## src/rtl/mips_pkg.sv

```systemverilog
// Shared widths, reset default and fetch-side FSM encoding for the front end.
package mips_pkg;

    localparam int INSTR_W = 32;
    localparam int ADDR_W  = 32;
    localparam int ENTRY_W = INSTR_W + ADDR_W;

    localparam logic [ADDR_W-1:0] RESET_PC_DEFAULT = 32'h0000_0000;

    // RUN may issue, HOLD keeps a raised request until ready, STALL waits for a credit.
    typedef enum logic [1:0] {
        FETCH_RUN   = 2'd0,
        FETCH_HOLD  = 2'd1,
        FETCH_STALL = 2'd2
    } fetchState_t;

    // Instruction fetches are always word aligned; the two low bits are dropped.
    function automatic logic [ADDR_W-1:0] wordAlign(input logic [ADDR_W-1:0] addr);
        return {addr[ADDR_W-1:2], 2'b00};
    endfunction

endpackage

```

## src/rtl/prefetch_fifo.sv

```systemverilog
// Small synchronous FIFO holding {instr, pc} entries between memory and decode.
module prefetch_fifo #(
    parameter int DEPTH = 4,
    parameter int WIDTH = 64
) (
    input  logic                       clk,
    input  logic                       rst_n,
    input  logic                       push,
    input  logic                       pop,
    input  logic                       flush,
    input  logic [WIDTH-1:0]           wrData,
    output logic [WIDTH-1:0]           rdData,
    output logic                       full,
    output logic                       empty,
    output logic [$clog2(DEPTH):0]     count
);

    localparam int PTR_W = $clog2(DEPTH);
    localparam int CNT_W = PTR_W + 1;

    logic [WIDTH-1:0] mem [DEPTH];
    logic [PTR_W-1:0] head;
    logic [PTR_W-1:0] tail;
    logic             doPush;
    logic             doPop;

    // Pop only real entries; a push into a full queue only lands if a pop frees the head slot.
    assign doPop  = pop && !empty;
    assign doPush = push && (!full || doPop);

    assign full   = (count == CNT_W'(DEPTH));
    assign empty  = (count == '0);
    assign rdData = mem[head];

    // Storage array: written at the tail, never reset (occupancy tracking guards reads).
    always_ff @(posedge clk) begin
        if (doPush && !flush) begin
            mem[tail] <= wrData;
        end
    end

    // Head/tail pointers wrap naturally at DEPTH; flush discards everything at once.
    always_ff @(posedge clk or negedge rst_n) begin
        if (!rst_n) begin
            head  <= '0;
            tail  <= '0;
            count <= '0;
        end else if (flush) begin
            head  <= '0;
            tail  <= '0;
            count <= '0;
        end else begin
            if (doPush) begin
                tail <= tail + PTR_W'(1);
            end
            if (doPop) begin
                head <= head + PTR_W'(1);
            end
            case ({doPush, doPop})
                2'b10:   count <= count + CNT_W'(1);
                2'b01:   count <= count - CNT_W'(1);
                default: count <= count;
            endcase
        end
    end

endmodule

```

## src/rtl/instr_prefetch_unit.sv

```systemverilog
// Fetch stage: owns the PC, issues credit-limited word requests, queues responses for decode,
// and on a redirect flushes the queue while letting already-issued requests drain as stale.
module instr_prefetch_unit
    import mips_pkg::*;
#(
    parameter int                DEPTH    = 4,
    parameter logic [ADDR_W-1:0] RESET_PC = RESET_PC_DEFAULT
) (
    input  logic               clk,
    input  logic               rst_n,
    output logic               imem_req_valid,
    input  logic               imem_req_ready,
    output logic [ADDR_W-1:0]  imem_req_addr,
    input  logic               imem_rsp_valid,
    input  logic [INSTR_W-1:0] imem_rsp_data,
    input  logic               redirect_valid,
    input  logic [ADDR_W-1:0]  redirect_pc,
    output logic               instr_valid,
    input  logic               instr_ready,
    output logic [INSTR_W-1:0] instr_data,
    output logic [ADDR_W-1:0]  instr_pc,
    output logic [ADDR_W-1:0]  instr_pc_plus4
);

    localparam int CNT_W = $clog2(DEPTH) + 1;
    localparam int SUM_W = CNT_W + 2;

    fetchState_t        state;
    fetchState_t        stateNext;
    logic [ADDR_W-1:0]  fetchPc;
    logic [ADDR_W-1:0]  rspPc;
    logic [ADDR_W-1:0]  holdAddr;
    logic [ADDR_W-1:0]  reqAddr;
    logic [ADDR_W-1:0]  redirectTarget;
    logic [ADDR_W-1:0]  headPc;
    logic [CNT_W-1:0]   liveCnt;
    logic [CNT_W-1:0]   staleCnt;
    logic [CNT_W-1:0]   fifoCount;
    logic [SUM_W-1:0]   inUse;
    logic               reqValid;
    logic               credit;
    logic               issueNew;
    logic               rspDrop;
    logic               rspKeep;
    logic               fifoPush;
    logic               fifoFull;
    logic               fifoEmpty;
    logic [ENTRY_W-1:0] fifoWrData;
    logic [ENTRY_W-1:0] fifoRdData;

    assign redirectTarget = wordAlign(redirect_pc);

    // Every queued entry and every outstanding request (live or stale) holds one slot.
    assign inUse  = SUM_W'(fifoCount) + SUM_W'(liveCnt) + SUM_W'(staleCnt);
    assign credit = (inUse < SUM_W'(DEPTH));

    // Issue-side FSM outputs and next state; a HOLD request keeps its latched address.
    always_comb begin
        stateNext = state;
        reqValid  = 1'b0;
        reqAddr   = fetchPc;
        if (rst_n) begin
            case (state)
                FETCH_HOLD: begin
                    reqValid = 1'b1;
                    reqAddr  = holdAddr;
                    if (imem_req_ready) begin
                        stateNext = FETCH_RUN;
                    end
                end
                default: begin
                    reqValid = credit;
                    reqAddr  = fetchPc;
                    if (!credit) begin
                        stateNext = FETCH_STALL;
                    end else if (!imem_req_ready) begin
                        stateNext = FETCH_HOLD;
                    end else begin
                        stateNext = FETCH_RUN;
                    end
                end
            endcase
        end
    end

    assign imem_req_valid = reqValid;
    assign imem_req_addr  = reqAddr;

    // A request is counted outstanding the first cycle it is raised, fired or not.
    assign issueNew = reqValid && (state != FETCH_HOLD);
    assign rspDrop  = imem_rsp_valid && (staleCnt != '0);
    assign rspKeep  = imem_rsp_valid && (staleCnt == '0);
    assign fifoPush = rspKeep && !redirect_valid;

    // FSM state register.
    always_ff @(posedge clk or negedge rst_n) begin
        if (!rst_n) begin
            state <= FETCH_RUN;
        end else begin
            state <= stateNext;
        end
    end

    // Fetch PC advances when a new request is raised; a held request keeps its own address.
    always_ff @(posedge clk or negedge rst_n) begin
        if (!rst_n) begin
            fetchPc  <= RESET_PC;
            holdAddr <= RESET_PC;
        end else begin
            if (issueNew && !imem_req_ready) begin
                holdAddr <= fetchPc;
            end
            if (redirect_valid) begin
                fetchPc <= redirectTarget;
            end else if (issueNew) begin
                fetchPc <= fetchPc + 32'd4;
            end
        end
    end

    // Response PC tracks the address of the next response that will be kept.
    always_ff @(posedge clk or negedge rst_n) begin
        if (!rst_n) begin
            rspPc <= RESET_PC;
        end else if (redirect_valid) begin
            rspPc <= redirectTarget;
        end else if (rspKeep) begin
            rspPc <= rspPc + 32'd4;
        end
    end

    // Outstanding bookkeeping: a redirect turns everything in flight (including this cycle's
    // new request, minus this cycle's response) into stale responses to be dropped.
    always_ff @(posedge clk or negedge rst_n) begin
        if (!rst_n) begin
            liveCnt  <= '0;
            staleCnt <= '0;
        end else if (redirect_valid) begin
            liveCnt  <= '0;
            staleCnt <= staleCnt + liveCnt + CNT_W'(issueNew) - CNT_W'(imem_rsp_valid);
        end else begin
            liveCnt  <= liveCnt + CNT_W'(issueNew) - CNT_W'(rspKeep);
            staleCnt <= staleCnt - CNT_W'(rspDrop);
        end
    end

    assign fifoWrData = {imem_rsp_data, rspPc};

    prefetch_fifo #(
        .DEPTH (DEPTH),
        .WIDTH (ENTRY_W)
    ) uFifo (
        .clk    (clk),
        .rst_n  (rst_n),
        .push   (fifoPush),
        .pop    (instr_ready),
        .flush  (redirect_valid),
        .wrData (fifoWrData),
        .rdData (fifoRdData),
        .full   (fifoFull),
        .empty  (fifoEmpty),
        .count  (fifoCount)
    );

    // Decode-facing outputs read zero whenever the queue holds nothing.
    assign headPc         = fifoRdData[ADDR_W-1:0];
    assign instr_valid    = !fifoEmpty;
    assign instr_data     = fifoEmpty ? '0 : fifoRdData[ENTRY_W-1 -: INSTR_W];
    assign instr_pc       = fifoEmpty ? '0 : headPc;
    assign instr_pc_plus4 = fifoEmpty ? '0 : headPc + 32'd4;

    // Credits guarantee a free slot for every kept response; anything else is a memory bug.
    rspIntoFullQueue: assert property (@(posedge clk) disable iff (!rst_n)
        !(rspKeep && !redirect_valid && fifoFull && !instr_ready))
        else $error("instr_prefetch_unit: response arrived with the queue full");

endmodule

```

## config.mk

```make
export PLATFORM = sky130hd
export DESIGN_NAME = instr_prefetch_unit
export DESIGN_NICKNAME = d
export VERILOG_FILES = /design/src/rtl/mips_pkg.sv /design/src/rtl/prefetch_fifo.sv /design/src/rtl/instr_prefetch_unit.sv
export SDC_FILE = /design/constraint.sdc
export NUM_CORES = 1
export LEC_CHECK = 0
export ABC_AREA = 1
export CAP_MARGIN = 20
export CORE_MARGIN = 2
export CORE_UTILIZATION = 49
export CTS_CLUSTER_DIAMETER = 50
export DETAILED_ROUTE_END_ITERATION = 7
export GPL_TIMING_DRIVEN = 0
export MAX_ROUTING_LAYER = met4
export PLACE_DENSITY = 0.76
export SYNTH_ARGS = -nofsm -noshare
export SYNTH_HDL_FRONTEND = slang
export SYNTH_HIERARCHICAL = 1
export SYNTH_SLANG_ARGS = --single-unit
```

## constraint.sdc

```tcl
create_clock -name clk -period 4.26 [get_ports clk]
set_clock_uncertainty 0.2 [all_clocks]
set_input_delay 0.852 -clock clk [delete_from_list [all_inputs] [get_ports clk]]
set_output_delay 0.852 -clock clk [all_outputs]
set_load 0.05 [all_outputs]
```

==> impl_results.md, run 1 <==
* ANT cells at 0
* Total area of sequential cells at 0.0103 mm²
* Ys async rst share at 29.1%
* Slowest stage delay, CP at 0.83 ns
* Syn avg cell area at 9.08 µm²
* First-pass DRT Iterations at 5
* Syn-to-layout area delta at 27.1%
* Top-Level Pins at 200
* Final Hold Slack at 0.0275 ns
* Top-count cell post-synth: nor2_1
* Setup violators final at 0
* Port Buffers at 195
* Largest net degree at the start of global routing at 75
* Starting Density at 49.5%
* Hpwl dp at 37400 µm
* Period utilization at 98.1%
* Synth cell count leaders: 373 x nor2_1, 358 x nand2_1, 256 x edfxtp_1
* DRC errors left at 0
* Post-synthesis sequential area ratio at 57.3%
* H-tree levels at 2
* Clock slew at reported path FFs at 0.06 ns
* Max_slew headroom at 47.1%
* Max-Cap Viols at 0
* Placed inst area at 0.0208 mm²
* Multi-input logic area at 0.00686 mm²
* IR drop worst, VDD at 0.000629 V
* Longest Clk Path Bufs at 3
* EDFF count, synth at 256
* #FFs+latches synth at 361
* Crit-path slowest cell: clkdlybuf4s50_1
* Flop2flop setup slack at 0.39 ns
* Post-Syn Area at 0.0180 mm²
* Number of distinct library cells after synthesis at 42
* Top area cells in the synthesized netlist: edfxtp_1 43%, dfrtp_1 15%, nor2_1 7.8%
* Core Region at 0.0363 mm²
* Post-layout net count at 2354
* CP endpoint kind: primary output
* Crit path cell chain: buf_12, inv_8, buf_12, buf_12, nor2_1, o22ai_2, nand3_2, a21oi_1, clkdlybuf4s50_1
* Layout cells sized above 1 at 15.5%
* Ys flop type: edfxtp_1
* Die Ht at 196 µm
* First DRT Iteration DRCs at 1186
* Vias in the first global route at 15000
* Skew-Pair Late Insertion Delay at 0.57 ns
* Worst r2r path cells at 16
* Avg Vias per Cell at 5.50
* Final worst setup slack at 0.0813 ns
* WP data required at 3.21 ns
* Cells after Synth at 1981
* RSZ-0062 raised after global routing: true
* Critical path peak fanout at 9
* Fillers at 2890
* Pwr/cell area at 727 mW/mm²
* Vias at 15200
* Max Fclk at 239 MHz
* Cell repeated most along the worst path: buf_12
* Pwr Total at 16.6 mW
* Final Hold Viols at 0
* Kind of critical path: flip-flop to primary output
* GRT Util Overall at 28.0%
* Total congestion overflow at 0
* CP startpoint kind: flip-flop
* Yosys top cell by area: edfxtp_1
* Die Width at 196 µm
* Reg2reg start: liveCnt[2]
* Static Leak at 9.38 nW
* Post-place setup slack at -0.642 ns
* Worst Hold Class: input port to async pin
* Final Slew Violations at 0
* Total die area at 0.0383 mm²
* Global-route wire length before repair at 80800 µm
* WL final at 52800 µm
* Antenna violations before repair at 0
* Status: finished clean
* Min cycle time layout at 4.18 ns
* CP arrival at 3.13 ns
* Synth warn at 6
* Reg2Reg Capture Point: liveCnt[2]
* CTS Buf Count at 42
* DRT antenna net count at 0
* Per-cell routed wire length at 19.1 µm
* Area share of the largest cell type after synthesis at 42.7%
* Clock root buffer: clkbuf_16
* Final Cell Area at 0.0229 mm²
* Least-Margin Pin Slew at 0.792 ns
* Clock sinks at 361
* CTS tree: yes
* Final GP Congestion at 0.963
* Row Count at 70
## metal layers
layer	GRT usage [%]	routed length, µm	up-vias	share of wire (%)
li1	-	-	7173	-
met2	46.2	25400	760	48
met1	35.5	21200	7141	40
met3	3.40	4190	123	7.9
met5	-	0	-	0
met4	11.1	2030	0	3.9
## worst max-delay path: cells and delay by family (launching register included)
family,cells,cell delay (ns)
buf+inv,5,1.30
compound gates,2,0.55
flops,1,0.45
simple gates,2,0.25
## sequential cells by signal, summed over array words and instances (netlist names), 3 cells and up
name,count
staleCnt,3
rspPc,30
liveCnt,3
uFifo/count,3
holdAddr,30
uFifo/mem,256
fetchPc,30
## cell type report
class                           instances  share of cell area (%)
Sequential cell                       361                    45.1
Multi-Input combinational cell       1343                    30.0
Timing Repair Buffer                  227                    9.93
Clock buffer                           54                    4.97
Inverter                              200                    3.36
Tap cell                              468                    2.56
Buffer                                 86                    2.50
Clock inverter                         24                    1.53
## power breakdown
group          switching (mW)  internal, mW  total, mW
clock network            1.49          2.29       3.78
logic                    5.69          2.45       8.14
registers               0.467          4.23       4.70
total                    7.64          8.98       16.6
## logic make-up (layout without fill, tap and decap cells)
group	after synthesis	count (layout)	share of synthesized area, %
flip-flops	361	361	57.3
XOR/XNOR	30	30	1.46
AND/OR/NAND/NOR	950	950	21.9
buffers and inverters	286	591	6.99
other	1	10	0.0208
AO/OA/AOI/OAI	330	330	10.4
adder cells (fa/ha/maj)	23	23	1.89
## through the flow
step	utilization, %	setup TNS, ns	std cells
detailed placement	57.2	-27.41	2662
CTS	62.0	0	2748
global placement	56.6	-1533.09	2653
global route	62.9	-0.340	2763
finish	62.9	0	2763
floorplan	-	-212.25	1990
## how the worst max path moves through the flow
stage                   start                 end  slack, ns  depth (start not counted)
2_1_floorplan  imem_rsp_valid     uFifo/mem[0][0]      -0.83                          7
3_3_place_gp            rst_n   imem_req_addr[26]      -4.63                          5
4_1_cts         uFifo/head[0]  instr_pc_plus4[13]      0.003                         13
5_1_grt         uFifo/head[0]  instr_pc_plus4[31]      -0.06                         15
6_report        uFifo/head[0]   instr_pc_plus4[5]       0.08                          9
3_5_place_dp    uFifo/head[0]  instr_pc_plus4[15]      -0.64                         11
## what timing repair did
action                                 in CTS  in global routing
setup endpoints to repair                 104                 54
pin swaps                                   8                 17
setup buffers                               6                 14
resized for setup                         217                 99
hold buffers                                2                  0
gates cloned                                0                  1
endpoints found under the hold margin      12                  0
## placed cells by master (no fill, tap or decap), types with 19 or more instances in the layout
| master | count |
|---|---|
| dfrtp_1 | 104 |
| clkbuf_16 | 43 |
| clkdlybuf4s50_1 | 132 |
| dlygate4sd2_1 | 33 |
| nor2_1 | 359 |
| nand2_2 | 36 |
| o21ai_0 | 107 |
| o21ai_1 | 62 |
| o21ai_2 | 30 |
| clkbuf_1 | 30 |
| buf_6 | 19 |
| buf_4 | 37 |
| buf_2 | 20 |
| xor2_1 | 24 |
| o22ai_1 | 36 |
| nand3_1 | 132 |
| inv_2 | 20 |
| nand2_1 | 353 |
| edfxtp_1 | 256 |
| inv_1 | 174 |
| o22ai_2 | 27 |
| a21oi_1 | 54 |
Note: power is estimated with default switching activity, not from simulation.
==> run 2, diff against run 1 <==
Settings changed: GPL_ROUTABILITY_DRIVEN set to 0, HOLD_SLACK_MARGIN set to 0.15.
==> run 2 against run 1 <==
Compared with the run above: critical path depth rose by 4; hold slack improved by 0.15 ns; routed wire length fell by 1.4%; the run now ends with negative setup slack left; largest power group unchanged; total power fell by 0.90%; non-clock buffer count rose by 6; highest routed layer unchanged; final area fell by 0.10%; flip-flop and latch count did not move; count of clock-buffer cells in the layout fell by 2; combinational power barely moved.
==> impl_results.md, run 2 (synthesis gave the netlist of run 1 again) <==
* Status: finished with violations
* Failing checks: negative setup slack
* Skew-Pair Late Insertion Delay at 0.54 ns
* Global-route wire length before repair at 80400 µm
* Post-layout net count at 2360
* WL final at 52100 µm
* Total congestion overflow at 0
* First DRT Iteration DRCs at 1494
* Non-Filler Instances at 2770
* Starting Density at 49.5%
* Final worst setup slack at -0.0223 ns
* Met2 usage at 45.3%
* Clock slew at reported path FFs at 0.06 ns
* Slowest stage delay, CP at 0.44 ns
* Int Pwr at 8.88 mW
* Top-Level Pins at 200
* DRT antenna net count at 0
* Critical path peak fanout at 10
* Clock sinks at 361
* GRT Util Overall at 27.6%
* Static Leak at 9.34 nW
* Layout cells sized above 1 at 15.1%
* CTS Buf Count at 42
* Total die area at 0.0383 mm²
* Syn-to-layout area delta at 26.9%
* Max reg flops at 256
* CP endpoint kind: primary output
* IR drop worst, VDD at 0.000605 V
* Longest Clk Path Bufs at 3
* Core Region at 0.0363 mm²
* WP data required at 3.21 ns
* NetSw at 7.59 mW
* DP Cell Count at 2662
* Clock share of power at 22.2%
* Most Used Layer, Global Route: met2
* Final Slew Violations at 0
* Antenna violations before repair at 1
* Avg Vias per Cell at 5.57
* GRT met3 Usage at 4.04%
* Setup violators final at 1
* Worst r2r path cells at 16
* H-tree levels at 2
* Clock root buffer: clkbuf_16
* Row Count at 70
* CP startpoint kind: flip-flop
* Least-Margin Pin Slew at 0.922 ns
* Final Hold Viols at 0
* Die Width at 196 µm
* DRC errors left at 0
* Post-place setup slack at -0.694 ns
* Max_slew headroom at 38.4%
* Period utilization at 101%
* Pwr/cell area at 721 mW/mm²
* Largest net degree at the start of global routing at 56
* Final Hold Slack at 0.173 ns
* Per-cell routed wire length at 18.8 µm
* RSZ-0062 raised after global routing: true
* Worst Hold Class: input port to async pin
* Reg power frac at 28.5%
* Vias at 15400
* Crit path cell chain: buf_8, inv_6, buf_12, buf_8, nor2_1, o22ai_2, nand3_1, inv_1, nand2_1, nor3_2, xor2_1, nor2_1, clkdlybuf4s15_2
* Max-Cap Viols at 0
* Flop2flop setup slack at 0.41 ns
* First-pass DRT Iterations at 8
* Most frequent cells in the layout: 361 x nor2_1, 352 x nand2_1, 256 x edfxtp_1
* Max Fclk at 234 MHz
* Reg2Reg Capture Point: liveCnt[2]
* Commonest non-fill, non-tap cell in the layout: nor2_1
* Port Buffers at 195
* Die Ht at 196 µm
* CP arrival at 3.23 ns
* Kind of critical path: flip-flop to primary output
* Min cycle time layout at 4.28 ns
* Reg2reg start: liveCnt[2]
* Sw Share at 46.1%
* Logic pwr share at 49.3%
* Vias in the first global route at 15100
* CTS tree: yes
* Setup TNS at -0.0223 ns
* Crit-path slowest cell: dfrtp_2
* Reg with most FFs: uFifo/mem
* M1 GR Usage at 35.0%
* Hpwl dp at 36300 µm
-- run 2: power by group through the flow --
| stage | sequential [mW] | combinational, mW | clock [mW] |
|---|---|---|---|
| after floorplan | 4.61 | 5.49 | 0 |
| after global placement | 4.73 | 7.75 | 0 |
| after detailed placement | 4.75 | 7.91 | 0 |
| after CTS | 4.68 | 7.87 | 3.69 |
| after global routing | 4.76 | 8.68 | 3.84 |
| final | 4.70 | 8.12 | 3.65 |
-- run 2: worst max-delay path by stage --
| stage | depth (start not counted) | to | start | slack [ns] |
|---|---|---|---|---|
| final | 13 | instr_pc_plus4[25] | uFifo/head[0] | -0.02 |
| after global routing | 13 | instr_pc_plus4[25] | uFifo/head[0] | -0.11 |
| after CTS | 11 | instr_pc_plus4[25] | uFifo/head[1] | 0.004 |
| after detailed placement | 11 | instr_pc_plus4[15] | uFifo/head[0] | -0.69 |
| after global placement | 5 | imem_req_addr[29] | rst_n | -4.46 |
| after floorplan | 7 | uFifo/mem[0][0] | imem_rsp_valid | -0.83 |
-- run 2: timing repair --
action	in CTS	in global routing
pin swaps	7	19
hold buffers	3	0
resized for setup	211	77
setup endpoints to repair	93	38
setup buffers	7	18
endpoints found under the hold margin	50	0
gates cloned	0	1
-- run 2: area by class of cell --
cell class	count	area (µm²)
diodes	1	2.50
plain buffers	86	562
clock buffers	52	1110
clock inverters	26	319
fillers	2848	13500
inverters	200	761
multi-input cells	1343	6830
flip-flops and latches	361	10300
well taps	468	586
repair buffers	233	2360
-- run 2: worst max-delay path: cells and delay by family (launching register included) --
family / cells / cell delay (ns)
xor gates and xnor gates: 1 / 0.20
and+or+nand+nor: 5 / 0.79
AOI/OAI and AO/OA: 1 / 0.31
buffers and inverters: 6 / 0.95
DFF: 1 / 0.44
-- run 2: stage by stage --
| step | total power, mW | util (%) | cell area (µm²) |
|---|---|---|---|
| after CTS | 16.2 | 61.9 | 22500 |
| after global placement | 12.5 | 56.6 | 20600 |
| final | 16.5 | 62.8 | 22800 |
| after global routing | 17.3 | 62.8 | 22800 |
| after floorplan | 10.1 | - | 18000 |
| after detailed placement | 12.7 | 57.2 | 20800 |
-- run 2: metal layers --
layer  routed length, µm  vias to the layer above
met1               20900                     7293
li1                    -                     7201
met3                4220                      121
met4                1860                        0
met5                   0                        -
met2               25100                      825
==> run 3, diff against run 2 <==
Settings changed: CORE_UTILIZATION 49 to 33, PLACE_DENSITY 0.76 to 0.55.
==> run 3 against run 2 <==
Compared with the run above: the run now ends clean; sequential share of layout area fell by 1.4 points; via count is 3.0% lower; combinational power grew 2%; hold slack improved by 0.011 ns; routed wire length is 5.6% higher; critical endpoint is now instr_pc_plus4[9]; largest cell class unchanged.
==> impl_results.md, run 3 (synthesis gave the netlist of run 1 again) <==
* Largest net degree at the start of global routing at 74
* Vias in the first global route at 14700
* Port Buffers at 195
* Pwr/cell area at 714 mW/mm²
* Kind of critical path: flip-flop to primary output
* Min cycle time layout at 4.18 ns
* Longest Clk Path Bufs at 3
* Most Used Layer, Global Route: met2
* Core Region at 0.0538 mm²
* Final Hold Viols at 0
* Least-Margin Pin Slew at 0.707 ns
* Most frequent cells in the layout: 355 x nor2_1, 352 x nand2_1, 256 x edfxtp_1
* Final worst setup slack at 0.0846 ns
* Vias at 15000
* Reg power frac at 27.9%
* Critical path peak fanout at 6
* Clock share of power at 23.0%
* CTS Buf Count at 44
* RSZ-0062 raised after global routing: true
* CTS tree: yes
* Die Ht at 238 µm
* Clock slew at reported path FFs at 0.06 ns
* Hpwl dp at 39700 µm
* Clock root buffer: clkbuf_16
* Global-route wire length before repair at 83900 µm
* Setup TNS at 0 ns
* Worst Hold Class: input port to async pin
* Total congestion overflow at 0
* Commonest non-fill, non-tap cell in the layout: nor2_1
* Max Fclk at 239 MHz
* Final Slew Violations at 0
* Int Pwr at 9.12 mW
* Skew-Pair Late Insertion Delay at 0.59 ns
* Syn-to-layout area delta at 31.0%
* WL final at 55000 µm
* Per-cell routed wire length at 18.2 µm
* Post-place setup slack at -0.538 ns
* Reg with most FFs: uFifo/mem
* Slowest stage delay, CP at 0.44 ns
* Max reg flops at 256
* CP startpoint kind: flip-flop
* Flop2flop setup slack at 0.36 ns
* First-pass DRT Iterations at 5
* M1 GR Usage at 26.0%
* Layout cells sized above 1 at 16.8%
* Post-layout net count at 2376
* Logic pwr share at 49.1%
* Crit path cell chain: buf_12, inv_8, buf_12, buf_12, nor2_1, o22ai_2, buf_4, nand3_2, inv_1, nand2_1, xor2_1, nor2_1, clkdlybuf4s15_2
* GRT met3 Usage at 3.36%
* NetSw at 7.72 mW
* Starting Density at 33.4%
* CP endpoint kind: primary output
* DRC errors left at 0
* First DRT Iteration DRCs at 1084
* WP data required at 3.21 ns
* CP arrival at 3.12 ns
* Antenna violations before repair at 2
* Crit-path slowest cell: dfrtp_2
* Clock sinks at 361
* Row Count at 85
* Met2 usage at 31.3%
* IR drop worst, VDD at 0.000463 V
* Static Leak at 9.59 nW
* Setup violators final at 0
* Total die area at 0.0564 mm²
* Sw Share at 45.9%
* Max-Cap Viols at 0
* Avg Vias per Cell at 4.97
* Top-Level Pins at 200
* GRT Util Overall at 19.8%
* Cell repeated most along the worst path: buf_12
* Status: finished clean
* H-tree levels at 2
* Period utilization at 98.0%
* Max_slew headroom at 52.9%
* Die Width at 238 µm
* DRT antenna net count at 0
-- run 3: cell count changes in the layout (fill, tap and decap cells not counted), moves of 5 or more --
cell / change
clkdlybuf4s50_1: -5
nor2_1: -6
buf_4: +6
clkinv_2: +6
clkbuf_1: -10
-- run 3: what timing repair did --
item                       CTS  global route
setup buffers               16            18
pin swaps                   14            29
gates cloned                 0             2
setup endpoints to repair  123            64
hold buffers                 4             0
gates resized for setup    239           106
hold endpoints to repair    32             0
-- run 3: routing by layer --
layer | wire (µm) | vias to the layer above
met5 | 0 | -
met4 | 1590 | 0
met3 | 3190 | 101
met2 | 25300 | 485
met1 | 24900 | 7173
li1 | - | 7225
-- run 3: final timing paths --
path,startpoint,end,cells after the start
max,uFifo/head[0],instr_pc_plus4[9],13
min,rst_n,holdAddr[27],3
max reg2reg,liveCnt[1],liveCnt[2],16
min reg2reg,holdAddr[7],holdAddr[7],2
max in group asynchronous,rst_n,rspPc[20],4
min in group clk,holdAddr[7],holdAddr[7],2
-- run 3: power by group through the flow --
stage | clock, mW | sequential [mW] | combinational [mW]
after floorplan | 0 | 4.61 | 5.49
after CTS | 3.94 | 4.69 | 8.03
after detailed placement | 0 | 4.76 | 8.02
after global routing | 4.09 | 4.77 | 8.90
final | 3.87 | 4.70 | 8.27
after global placement | 0 | 4.75 | 7.93
-- run 3: through the flow --
step | hold slack [ns] | total power, mW | utilization (%) | instance area (µm²) | cells
final | 0.184 | 16.8 | 43.8 | 23600 | 3017
after global routing | 0.202 | 17.7 | 43.8 | 23600 | 3017
after CTS | 0.198 | 16.7 | 42.9 | 23100 | 2995
after detailed placement | 0.277 | 12.8 | 39.4 | 21200 | 2893
after global placement | 0.270 | 12.7 | 38.7 | 20900 | 2881
after floorplan | 0.262 | 10.1 | - | 18000 | 1990
-- run 3: layout make-up --
cell class | count | area [µm²]
timing repair buffer | 247 | 2600
fill | 5222 | 30200
buffer | 86 | 588
multi-input combinational | 1343 | 6900
tap | 696 | 871
sequential | 361 | 10300
antenna | 2 | 5.00
inverter | 200 | 766
clock buffer | 52 | 1150
clock inverter | 30 | 374
-- run 3: critical path, delay by kind of cell, from the launching register on --
kind                   cells  cell delay, ns
buffers and inverters      7            1.11
AND/OR/NAND/NOR            4            0.49
flip-flops                 1            0.44
AO/OA/AOI/OAI              1            0.32
XOR/XNOR                   1            0.17
==> patch 1: new RTL, settings of run 1 <==
Encoding of `fetchState_t`: now one-hot (3 bits for 3 states).
--- a/src/rtl/mips_pkg.sv
+++ b/src/rtl/mips_pkg.sv
@@ -8,10 +8,10 @@
     localparam logic [ADDR_W-1:0] RESET_PC_DEFAULT = 32'h0000_0000;
 
     // RUN may issue, HOLD keeps a raised request until ready, STALL waits for a credit.
-    typedef enum logic [1:0] {
-        FETCH_RUN   = 2'd0,
-        FETCH_HOLD  = 2'd1,
-        FETCH_STALL = 2'd2
+    typedef enum logic [2:0] {
+        FETCH_RUN   = 3'b001,
+        FETCH_HOLD  = 3'b010,
+        FETCH_STALL = 3'b100
     } fetchState_t;
 
     // Instruction fetches are always word aligned; the two low bits are dropped.
Function: no difference found for any inputs over 4 cycles, from zero or initial values and one cycle with rst_n low; so few cycles prove little.
==> patch 1 against run 1 <==
  * First-iteration DRC count decreased by 6.5%
  * Largest cell class unchanged
  * Power decreased by 3.3%
  * Sequential share of layout area increased by 0.34 points
  * Final area decreased by 0.49%
  * Area after synthesis decreased by 0.49%
  * Cell count decreased by 0.72%
  * Die area decreased by 0.48%
  * Utilization decreased by 0.16 points
  * Sequential cell count increased by 1
  * Wire length increased by 0.71%
  * Worst setup slack got worse by 0.047 ns
  * Register-to-register slack improved by 0.18 ns
  * Via count decreased by 1.3%
  * Highest routed layer unchanged
==> patch 1: results (changes against run 1) <==
- Worst relative slew slack: 51.8% (+4.7 points)
- Maximum vdd ir drop: 0.000649 V (+3.1%)
- Worst R2R End: uFifo/mem[3][40]$_DFFE_PP_
- Number of clock buffers inserted by TritonCTS: 40 (-4.8%)
- Instance area at placement: 20,700 sq um (-0.39%)
- Top cell types by occurrence after synthesis: 441 x sky130_fd_sc_hd__nand2_1, 341 x sky130_fd_sc_hd__nor2_1, 256 x sky130_fd_sc_hd__edfxtp_1
- Maximum number of pins on one net before global-route repair: 45 (-40%)
- Critical path launch point type: register
- Static power due to leakage: 9.77 nW (+4.2%)
- Pre-CTS setup slack: -0.715 ns (-0.0733 ns)
- Layout Nets: 2,337 (-0.72%)
- Weighted congestion reported at the end of routability-driven placement: 0.972 (+0.91%)
- Worst reg-to-reg path cell count: 12 (-4)
- GRT Resource Usage Total: 28.2% (+0.12 points)
- Cell count after synthesis: 1,957 (-1.2%)
- Worst R2R Setup Slack: 0.57 ns (+0.18 ns)
- Total Routed Length: 53,200 um (+0.71%)
- Critical Path End: instr_pc_plus4[17]
- Distinct cells, synth: 46 (+9.5%)
- Number of global-route vias before repair: 14,600 (-2.4%)
- Status: complete, no violations
- Slowest library cell on the worst path: sky130_fd_sc_hd__dfrtp_2
- Worst flop-to-flop path startpoint: staleCnt[2]$_DFF_PN0_
- Switching pwr: 7.35 mW (-3.8%)
- Share of synthesized registers carrying an async set or reset: 29.3% (+0.20 points)
- Ratio of cells with drive above 1 in the final layout: 11.9% (-3.6 points)
- Layout filler cell count: 2,997 (+3.7%)
- Wire length of the first global-routing pass: 80,600 um (-0.21%)
- Per-cell routed wire length: 19.4 um (+1.4%)
- Vias per cell: 5.47 (-0.55%)
- Number of placed cells counting well taps: 2,638 (-0.90%)
- Share of the cycle needed by the critical path after routing: 99.2% (+1.1 points)
- Iteration-0 DRC Markers: 1,109 (-6.5%)
- Skew-Pair Late Insertion Delay: 0.55 ns (-0.02 ns)
- Total half-perimeter wirelength after legalization and detailed placement: 37,400 um (-0.18%)
- Max stage delay on crit path: 0.43 ns (-0.40 ns)
- Largest driver fanout on the critical path: 10 (+1)
- Top area cells in the synthesized netlist: sky130_fd_sc_hd__edfxtp_1 43%, sky130_fd_sc_hd__dfrtp_1 15%, sky130_fd_sc_hd__nand2_1 9.2%
patch 1: cell types whose count changed after synthesis, moves of 29 or more:
cell	before	now
sky130_fd_sc_hd__o21ai_0	107	150
sky130_fd_sc_hd__a21oi_1	56	23
sky130_fd_sc_hd__nand2_1	358	441
sky130_fd_sc_hd__nor2_1	373	341
sky130_fd_sc_hd__nand3_1	135	77
sky130_fd_sc_hd__nand2_2	32	0
sky130_fd_sc_hd__o21ai_2	30	1
patch 1: power groups by stage:
stage	logic, mW	clock network, mW	registers (mW)
6_report	7.97	3.33	4.76
5_1_grt	8.52	3.52	4.83
4_1_cts	7.72	3.38	4.75
3_5_place_dp	7.73	0	4.82
3_3_place_gp	7.61	0	4.80
2_1_floorplan	5.31	0	4.66
patch 1: kinds of logic (layout without fill, tap and decap cells):
family,after synthesis,in the layout,synth area share [%]
compound gates,334,334,10.5
other cells,1,10,0.0209
fa+ha+maj,23,23,1.90
xor+xnor,41,41,2.01
simple gates,916,917,20.8
buf+inv,280,588,7.05
flops,362,362,57.8
patch 1: how the worst min path moves through the flow:
| stage | start | endpoint | slack [ns] | cells after the start |
|---|---|---|---|---|
| finish | rst_n | fetchPc[12]$_DFFE_PN0N_ | 0.09 | 2 |
| floorplan | state[1]$_DFFE_PN0P_ | state[1]$_DFFE_PN0P_ | 0.25 | 2 |
| global placement | state[1]$_DFFE_PN0P_ | state[1]$_DFFE_PN0P_ | 0.27 | 2 |
| detailed placement | holdAddr[19]$_DFFE_PN0P_ | holdAddr[19]$_DFFE_PN0P_ | 0.28 | 1 |
| global route | rst_n | fetchPc[12]$_DFFE_PN0N_ | 0.10 | 2 |
| CTS | rst_n | fetchPc[12]$_DFFE_PN0N_ | 0.09 | 2 |
patch 1: routing by layer:
metal	vias to the layer above	track usage (%)	part of all wire, %
li1	7084	-	-
met1	7160	36.0	41
met2	662	46.1	49
met3	98	3.89	7.3
met4	0	10.4	3.2
met5	-	-	0
patch 1: what timing repair did:
item / in CTS / in global routing
gates cloned: 1 / 2
hold buffers: 1 / 0
setup endpoints to repair: 121 / 91
pin swaps: 11 / 19
gates resized for setup: 213 / 115
buffers inserted: 8 / 19
endpoints found under the hold margin: 21 / 0
patch 1: area by class of cell:
type	count	area [sq um]	area share, %
clock inverters	19	210	0.924
flip-flops and latches	362	10300	45.5
inverters	196	748	3.29
clock buffers	54	1050	4.63
multi-input cells	1325	6710	29.5
plain buffers	84	587	2.58
well taps	468	586	2.57
repair buffers	235	2520	11.1
==> patch 2: new RTL, settings of run 1 <==
Made on the original files. `INSTR_W`: 32 -> 40.
--- a/src/rtl/mips_pkg.sv
+++ b/src/rtl/mips_pkg.sv
@@ -1,7 +1,7 @@
 // Shared widths, reset default and fetch-side FSM encoding for the front end.
 package mips_pkg;
 
-    localparam int INSTR_W = 32;
+    localparam int INSTR_W = 40;
     localparam int ADDR_W  = 32;
     localparam int ENTRY_W = INSTR_W + ADDR_W;
 
Ports: changed (resized imem_rsp_data and instr_data); port bits go from 200 to 216. The function was not compared with the original's and may differ.
==> patch 2 against run 1 <==
  * Wire length rose by 5.5%
  * First-iteration DRC count rose by 16%
  * Area after synthesis rose by 5.8%
  * Sequential power rose by 7.4%
  * Register-to-register slack improved by 0.07 ns
  * Combinational power barely moved
  * Sequential cell count rose by 32
  * Worst setup slack improved by 0.032 ns
  * Critical path depth rose by 3
  * Power rose by 2.4%
  * Final area rose by 5.0%
==> patch 2: results (changes against run 1) <==
- Share of synthesized registers carrying an async set or reset: 26.7% (-2.4 points)
- GRT Resource Usage Total: 27.8% (-0.23 points)
- Input/output buffers: 211 (+8.2%)
- Layout Nets: 2,476 (+5.2%)
- Per-cell routed wire length: 19.0 um (-0.38%)
- Max FFs per register: 288 (+13%)
- Number of antenna violations at the first check in global routing: 1 (+1)
- Area occupied by multi-input gates: 6830 sq um (-0.46%)
- Met3 wire length: 4620 um (+10%)
- Number of logic inverters in the finished layout: 208 (+4.0%)
- Iteration-0 DRC Markers: 1,374 (+16%)
- Total half-perimeter wirelength after legalization and detailed placement: 38,700 um (+3.5%)
- Number of signal-net buffers in the layout: 335 (+7.0%)
- Ratio of cells with drive above 1 in the final layout: 11.7% (-3.8 points)
- Number of clock buffers inserted by TritonCTS: 43 (+2.4%)
- Top cell types by occurrence after synthesis: 401 x sky130_fd_sc_hd__nor2_1, 396 x sky130_fd_sc_hd__nand2_1, 288 x sky130_fd_sc_hd__edfxtp_1
- Weighted congestion reported at the end of routability-driven placement: 0.980 (+1.7%)
- Xor-xnor portion of the synthesized cell area: 1.56% (+0.10 points)
- Crit path arrival time: 3.09 ns (-0.04 ns)
- Compound-Gate Fraction of Synth Area: 9.97% (-0.41 points)
- Sequential fraction of the synthesis area: 59.2% (+1.9 points)
- Maximum number of pins on one net before global-route repair: 69 (-8.0%)
- Skew-Pair Late Insertion Delay: 0.55 ns (-0.02 ns)
- Slowest library cell on the worst path: sky130_fd_sc_hd__dfrtp_1
- Routed wire length on met2: 26,700 um (+5.3%)
- Status: complete, no violations
- Layout clock buffer count: 57 (+5.6%)
==> patch 2: cell types whose count changed after synthesis, moves of 29 or more <==
cell / change
sky130_fd_sc_hd__o21ai_2: -30
sky130_fd_sc_hd__o21ai_0: +80
sky130_fd_sc_hd__o21ai_1: -30
sky130_fd_sc_hd__nand2_1: +38
sky130_fd_sc_hd__nand2_2: -29
sky130_fd_sc_hd__edfxtp_1: +32
==> patch 2: worst max-delay path by stage <==
stage | startpoint | end
after global routing | uFifo/head[0]$_DFFE_PN0P_ | instr_pc_plus4[28]
after CTS | uFifo/head[1]$_DFFE_PN0P_ | instr_pc_plus4[25]
final | uFifo/head[0]$_DFFE_PN0P_ | instr_pc_plus4[12]
after global placement | rst_n | imem_req_addr[22]
after floorplan | imem_rsp_valid | uFifo/mem[0][0]$_DFFE_PP_
after detailed placement | uFifo/head[1]$_DFFE_PN0P_ | instr_pc_plus4[15]
==> patch 2: per-layer routing <==
metal	global-route usage, %	up-vias
met5	-	-
met4	8.12	0
met3	3.35	98
met2	45.1	805
met1	37.1	7621
li1	-	7534
==> patch 2: repair_timing <==
item                       CTS  global route
setup endpoints to repair  100            76
gates resized for setup    191           119
hold buffers                 0             0
setup buffers                7            14
pin swaps                    9            17
==> patch 2: metrics by stage <==
stage | worst slack (ns) | cell area, sq um | instances | total power [mW]
final | 0.114 | 24000 | 2927 | 17.0
after global routing | -0.0331 | 24000 | 2927 | 17.9
after CTS | 0.00479 | 23700 | 2912 | 16.9
after detailed placement | -0.448 | 22100 | 2827 | 13.2
after global placement | -4.48 | 21800 | 2817 | 13.0
after floorplan | -0.0652 | 19100 | 2088 | 10.4
==> patch 2: power by group <==
part	switching, mW	internal [mW]
logic	5.78	2.37
registers	0.468	4.58
clock network	1.53	2.29
total	7.77	9.24
